[src/rtl/axi3_wr_arbiter_2to1.sv]
// rtl/axi3_wr_arbiter_2to1.sv - 2:1 AXI3 write-port arbiter: round-robin AW, grant-ordered W, ID-routed B
module axi3_wr_arbiter_2to1 #(
    parameter int ADDR_WIDTH  = 32,
    parameter int DATA_WIDTH  = 32,
    parameter int ID_WIDTH    = 4,
    parameter int ADDR_LEN    = 4,
    parameter int WFIFO_DEPTH = 4
) (
    input  logic                      clk,
    input  logic                      rst_n,
    input  logic [1:0]                m_avalid,
    output logic [1:0]                m_aready,
    input  logic [2*ID_WIDTH-1:0]     m_aid,
    input  logic [2*ADDR_WIDTH-1:0]   m_aaddr,
    input  logic [2*ADDR_LEN-1:0]     m_alen,
    input  logic [5:0]                m_asize,
    input  logic [3:0]                m_aburst,
    output logic                      s_avalid,
    input  logic                      s_aready,
    output logic [ID_WIDTH:0]         s_aid,
    output logic [ADDR_WIDTH-1:0]     s_aaddr,
    output logic [ADDR_LEN-1:0]       s_alen,
    output logic [2:0]                s_asize,
    output logic [1:0]                s_aburst,
    input  logic [1:0]                m_wvalid,
    output logic [1:0]                m_wready,
    input  logic [1:0]                m_wlast,
    input  logic [2*ID_WIDTH-1:0]     m_wid,
    input  logic [2*DATA_WIDTH-1:0]   m_wdata,
    input  logic [2*DATA_WIDTH/8-1:0] m_wstrb,
    output logic                      s_wvalid,
    input  logic                      s_wready,
    output logic                      s_wlast,
    output logic [ID_WIDTH:0]         s_wid,
    output logic [DATA_WIDTH-1:0]     s_wdata,
    output logic [DATA_WIDTH/8-1:0]   s_wstrb,
    input  logic                      s_bvalid,
    output logic                      s_bready,
    input  logic [ID_WIDTH:0]         s_bid,
    input  logic [1:0]                s_bresp,
    output logic [1:0]                m_bvalid,
    input  logic [1:0]                m_bready,
    output logic [2*ID_WIDTH-1:0]     m_bid,
    output logic [3:0]                m_bresp
);
    localparam int PW = $clog2(WFIFO_DEPTH);
    localparam int SW = DATA_WIDTH / 8;

    typedef enum logic {IDLE, HOLD} state_t;

    state_t                 state;
    logic                   grant_q;
    logic                   rr_ptr;
    logic [WFIFO_DEPTH-1:0] fifo;
    logic [PW-1:0]          wr_ptr;
    logic [PW-1:0]          rd_ptr;
    logic [PW:0]            count;
    logic                   fifo_full;
    logic                   fifo_empty;
    logic                   head;
    logic                   aw_hs;
    logic                   w_pop;

    assign fifo_full  = (count == (PW+1)'(WFIFO_DEPTH));
    assign fifo_empty = (count == '0);
    assign head       = fifo[rd_ptr];

    // AW path: the granted master is passed straight through while HOLD
    assign s_avalid = (state == HOLD) && m_avalid[grant_q];
    assign m_aready = (state != HOLD) ? 2'b00 : (grant_q ? {s_aready, 1'b0} : {1'b0, s_aready});
    assign s_aid    = {grant_q, grant_q ? m_aid[2*ID_WIDTH-1:ID_WIDTH] : m_aid[ID_WIDTH-1:0]};
    assign s_aaddr  = grant_q ? m_aaddr[2*ADDR_WIDTH-1:ADDR_WIDTH] : m_aaddr[ADDR_WIDTH-1:0];
    assign s_alen   = grant_q ? m_alen[2*ADDR_LEN-1:ADDR_LEN] : m_alen[ADDR_LEN-1:0];
    assign s_asize  = grant_q ? m_asize[5:3] : m_asize[2:0];
    assign s_aburst = grant_q ? m_aburst[3:2] : m_aburst[1:0];
    assign aw_hs    = s_avalid && s_aready;

    // W path follows the oldest granted AW still owing data
    assign s_wvalid = !fifo_empty && (head ? m_wvalid[1] : m_wvalid[0]);
    assign m_wready = fifo_empty ? 2'b00 : (head ? {s_wready, 1'b0} : {1'b0, s_wready});
    assign s_wlast  = head ? m_wlast[1] : m_wlast[0];
    assign s_wid    = {head, head ? m_wid[2*ID_WIDTH-1:ID_WIDTH] : m_wid[ID_WIDTH-1:0]};
    assign s_wdata  = head ? m_wdata[2*DATA_WIDTH-1:DATA_WIDTH] : m_wdata[DATA_WIDTH-1:0];
    assign s_wstrb  = head ? m_wstrb[2*SW-1:SW] : m_wstrb[SW-1:0];
    assign w_pop    = s_wvalid && s_wready && s_wlast;

    assign m_bvalid = s_bid[ID_WIDTH] ? {s_bvalid, 1'b0} : {1'b0, s_bvalid};
    assign s_bready = s_bid[ID_WIDTH] ? m_bready[1] : m_bready[0];
    assign m_bid    = {2{s_bid[ID_WIDTH-1:0]}};
    assign m_bresp  = {2{s_bresp}};

    always_ff @(posedge clk or negedge rst_n) begin
        if (!rst_n) begin
            state   <= IDLE;
            grant_q <= 1'b0;
            rr_ptr  <= 1'b0;
            fifo    <= '0;
            wr_ptr  <= '0;
            rd_ptr  <= '0;
            count   <= '0;
        end else begin
            case (state)
                IDLE: if (|m_avalid && !fifo_full) begin
                    grant_q <= m_avalid[rr_ptr] ? rr_ptr : ~rr_ptr;
                    state   <= HOLD;
                end
                HOLD: if (aw_hs) begin
                    rr_ptr <= ~grant_q;
                    state  <= IDLE;
                end
                default: state <= IDLE;
            endcase
            if (aw_hs) begin
                fifo[wr_ptr] <= grant_q;
                wr_ptr       <= wr_ptr + 1'b1;
            end
            if (w_pop) rd_ptr <= rd_ptr + 1'b1;
            case ({aw_hs, w_pop})
                2'b10:   count <= count + 1'b1;
                2'b01:   count <= count - 1'b1;
                default: count <= count;
            endcase
        end
    end
endmodule

[config.mk]
export PLATFORM = sky130hd
export DESIGN_NAME = axi3_wr_arbiter_2to1
export DESIGN_NICKNAME = d
export VERILOG_FILES = /design/src/rtl/axi3_wr_arbiter_2to1.sv
export SDC_FILE = /design/constraint.sdc
export NUM_CORES = 1
export LEC_CHECK = 0
export CAP_MARGIN = 20
export CORE_AREA = 2 2 116 118
export CTS_CLUSTER_SIZE = 28
export DETAILED_ROUTE_END_ITERATION = 8
export DIE_AREA = 0 0 118 120
export SKIP_CTS_REPAIR_TIMING = 1
export SLEW_MARGIN = 20
export SYNTH_ARGS = -nofsm -noshare
export SYNTH_HDL_FRONTEND = slang
export SYNTH_SLANG_ARGS = --single-unit
export TNS_END_PERCENT = 50
[constraint.sdc]
create_clock -name clk -period 6.3 [get_ports clk]
set_input_delay 1.26 -clock clk [delete_from_list [all_inputs] [get_ports clk]]
set_output_delay 1.26 -clock clk [all_outputs]
set_load 0.03 [all_outputs]
[Word level (Yosys, flattened, before mapping)]
Cells that the tools add are included.
Storage, ports and cells
  RAM bits: 0
  latch bits: 0
  bits in read-only memories: 0
  flip-flop bits (word level): 14
  memories kept: 0
Operators by class
  bitwise gates (word level): 3
  eq/ne operators: 3
  multiply operators: 0
  $lt $le $gt $ge: 5
  reduce and logical (&&, ||, !) cells: 14
  $add $sub $neg: 4
  muxes and demuxes: 30
  shift-type cells: 0
  divide/modulo/power cells: 0
Operators with widths (number)
  $mux W32: 2
  $mux W4: 4
  $mux W1: 12
  $mux W2: 6
  $logic_and A1 B1 Y1: 7
  $lt A2 B3 Y1 const B: 2
  $pmux W3 S2: 1
  $add A2 B1 Y2 const B: 2
  $bwmux W4: 1
  $lt A1 B2 Y1 const B: 2
  $reduce_and A2 Y1: 2
  $add A3 B1 Y3 const B: 1
  $eq A3 B3 Y1 const B: 1
  $logic_not A3 Y1: 1
  $mux W3: 1
  $not A1 Y1: 3
  $sub A3 B1 Y3 const B: 1
  $bmux W1 S2: 1
  $demux W1 S2: 1
  $eq A2 B1 Y1 const B: 1
  $eq A2 B2 Y1 const B: 1
  $ge A2 B1 Y1 const B: 1
  $logic_not A1 Y1: 2
  $pmux W1 S2: 1
  2 further kinds: 2

[Logic depth before layout (Yosys ltp)]
  depth in word-level cells: 8
  gate-level depth with buffers: 12
  mapped depth without buffers: 10

[Worst setup path after synthesis]
No wires, ideal clock.
  path kind: input -> output
  start: input s_wready
  end: output m_wready[0]
  arrival time: 1.788 ns
  buffers on the path: 0
  stages on the path: 2
  path slack: 3.252 ns
  data required time: 5.040 ns
  cells stage by stage: nand2b_1 -> nor2_1
On the way
  longest elaborated chain between the ends: 2
Ends and longest elaborated chain
  from (decl): RTL line 32  | input logic s_wready,
  $mux W2 (2 in a row): RTL line 80  | assign m_wready = fifo_empty ? 2'b00 : (head ? {s_wready, 1'b0} : {1'b0, s_wready});
  to (decl): RTL line 26  | output logic [1:0] m_wready,
Every way passes these cells.

[Final worst setup path]
  start: register rd_ptr[0]
  end: output s_wdata[26]
On the way
  longest elaborated chain between the ends: 3
Ends and longest elaborated chain
  from (decl): RTL line 56  | logic [PW-1:0] rd_ptr;
  from (signal assigned): RTL line 117  | if (w_pop) rd_ptr <= rd_ptr + 1'b1;
  $bmux W1 S2: RTL line 66  | assign head = fifo[rd_ptr];
  $mux W1 (implied by the code): RTL line 66
  $mux W32: RTL line 83  | assign s_wdata = head ? m_wdata[2*DATA_WIDTH-1:DATA_WIDTH] : m_wdata[DATA_WIDTH-1:0];
  to (decl): RTL line 35  | output logic [DATA_WIDTH-1:0] s_wdata,
Every way passes these cells. The select of a mux whose other input is x is not followed.

==> metrics.cfg <==
[sta]
fin_tns_setup_ps = 0
hold_viol = 0
post-route-period-util_pct = 65.5
rsz0062_at_grt = no
period_minus_slack_ps = 4130
clock_skew_ps = 4.06
final-max-slew-violation-count = 0
slew_headroom_pct = 53.9
holdWs_ps = 494
tightest_slew_ps = 691
finalSetupViolCount = 0
max_freq_mhz = 242

[setup_path]
r2r_start = rd_ptr[0]
critical_path.max_fanout = 31
slowest_stage = mux4_2
crit_chain = mux4_2 > buf_4 > mux2_2 > clkdlybuf4s50_1
crit_type = flop to output pin
critical_path.max_stage_delay_ps = 690
r2r_end = count[2]
worstSetupEndpointType = output pin
worstSetupStartpointType = flop
critPathArrivalTime_ps = 2870
r2r_cells = 10
crit_start = rd_ptr[0]
r2r_slack_ps = 3260
worstPathRequired_ps = 5040

[synth]
yosysWarnings = 0
yosysTopAreaCell = mux2_2
synth_edf_count = 0
netlist.area_leader.share_pct = 37.1
synth.area.top_cells = mux2_2 (37%), mux2_4 (17%), dfrtp_1 (17%), buf_4 (5.1%), ha_1 (3.0%)
synth_nets = 389
yosysSeqAreaShare_pct = 17.0
ys_ff_latch = 14
syn_inst = 193
ys.flop_type = dfrtp_1
syn-cell-area_um2 = 2060
synth.distinct_cells = 28
async_flop_share_pct = 100
avgSynthCellArea_um2 = 10.7

[power]
total_power_uw = 2270
p_leak_uw = 0.00196
power_density_nw_per_um2 = 453
ir_worst_vdd_mv = 0.168

[detailed_routing]
drt_iter0_markers = 50
drtPass1Iterations = 4
ant_nets = 0
drc_errors = 0
routedWlPerCell_um = 15.0
detail_route.vias_per_cell = 3.89
wl_um = 9450
vias = 2446

[global_route]
antenna_found_initial = 0
grt_usage_pct = 12.3
grt_pass1_wl_um = 13900
first_global_vias = 2550
grt_start_max_net_pins = 56
grt_overflow = 0

[min_path]
worstHoldStart = count[0]
min_to = count[0]
hold_class = flop to flop
hold_path_depth = 1

[layout]
antenna_cells = 0
syn2layout_area_growth_pct = 143
layoutNonFillerInstCount = 629
nets = 650
final_util_pct = 38.6
layout_commonest_cell = clkdlybuf4s50_1
drive_above_1_share_pct = 22.1
final_cell_mix = clkdlybuf4s50_1 (280), mux2_2 (68), mux2_4 (24), dfrtp_1 (13), nand2_1 (10)

[floorplanning]
ios = 299
die_area_um2 = 14200
die_w_um = 118
core_region_area_um2 = 13000
initial_core_util_pct = 15.9
die_y_um = 120
placementRows = 42

[job]
maxCapViolCount = 0

[cts]
cts_max_path_buffers = 2
tritoncts.num_buffers = 3
cts_max_level = 1
cts_sinks = 14
cts_tree = yes
clk_pin_slew_ps = 50
worstSkewPairLatency_ps = 240
clockRootBuffer = clkbuf_16

[placement]
globalplace.congestion = 0.822
hpwl_um = 8230
io_buffers = 280
dp.cells = 625

[run_status]
outcome = completed

## kinds of logic (layout without fill, tap and decap cells)
| logic type | Yosys count | after routing | share of synthesized area (%) |
|---|---|---|---|
| multiplexers | 98 | 98 | 58.1 |
| buffers and inverters | 33 | 293 | 10.1 |
| AND/OR/NAND/NOR | 26 | 26 | 5.58 |
| flip-flops | 14 | 14 | 17.0 |
| AO/OA/AOI/OAI | 11 | 11 | 3.03 |
| adder cells (fa/ha/maj) | 6 | 6 | 4.00 |
| XOR/XNOR | 5 | 5 | 2.12 |
## critical path: cells and delay by family, from the launching register on
kind	cells	cell delay (ps)
muxes	2	1100
DFF	1	400
buffers and inverters	2	1100
## synth_stat cells, types with 2 or more instances
library cell	n
dfrtp_1	14
buf_2	2
xor2_1	3
mux2_2	68
mux2i_1	5
inv_1	8
mux2_4	24
buf_1	4
a31oi_1	4
ha_1	5
buf_6	4
nand2_1	10
xnor2_1	2
nor2_1	9
o21ai_0	5
buf_4	14
## power by group
part	leakage [uW]	switching, uW	internal, uW
Clock	0.0000442	36.9	96.2
Sequential	0.000165	101	138
Combinational	0.00175	941	955
Total	0.00196	1080	1190
## final cells by class
class / count / area (um^2)
fill: 1305 / 7970
timing repair buffer: 281 / 2810
multi-input combinational: 146 / 1500
sequential: 14 / 354
tap: 176 / 220
clock buffer: 4 / 88.8
inverter: 8 / 30.0
## state kept, by name (all words and copies together), names as in the netlist
signal / count
wr_ptr: 2
fifo: 4
count: 3
rr_ptr: 1
state: 1
grant_q: 1
rd_ptr: 2
## how the worst max path moves through the flow
stage               cells after the start          end  slack (ps)
global route                            5     s_wvalid        2040
finish                                  4  s_wdata[26]        2170
detailed placement                      4     s_avalid        2300
CTS                                     4  s_wdata[20]        2150
global placement                        4     s_avalid        2330
floorplan                               2  m_wready[0]        3250
## metal layers
layer	vias to the layer above	global-route usage [%]	part of all wire, %
li1	1194	-	-
met1	1135	14.7	40
met2	105	22.7	54
met3	12	2.61	5.1
met4	0	2.33	0.83
met5	-	0	0
## metrics by stage
step	setup slack, ps	area (um^2)
after CTS	2150	5000
final	2170	5010
after floorplan	3250	2060
after global routing	2040	5010
after detailed placement	2300	4910
after global placement	2330	4910
(Power assumes the default switching activity.)
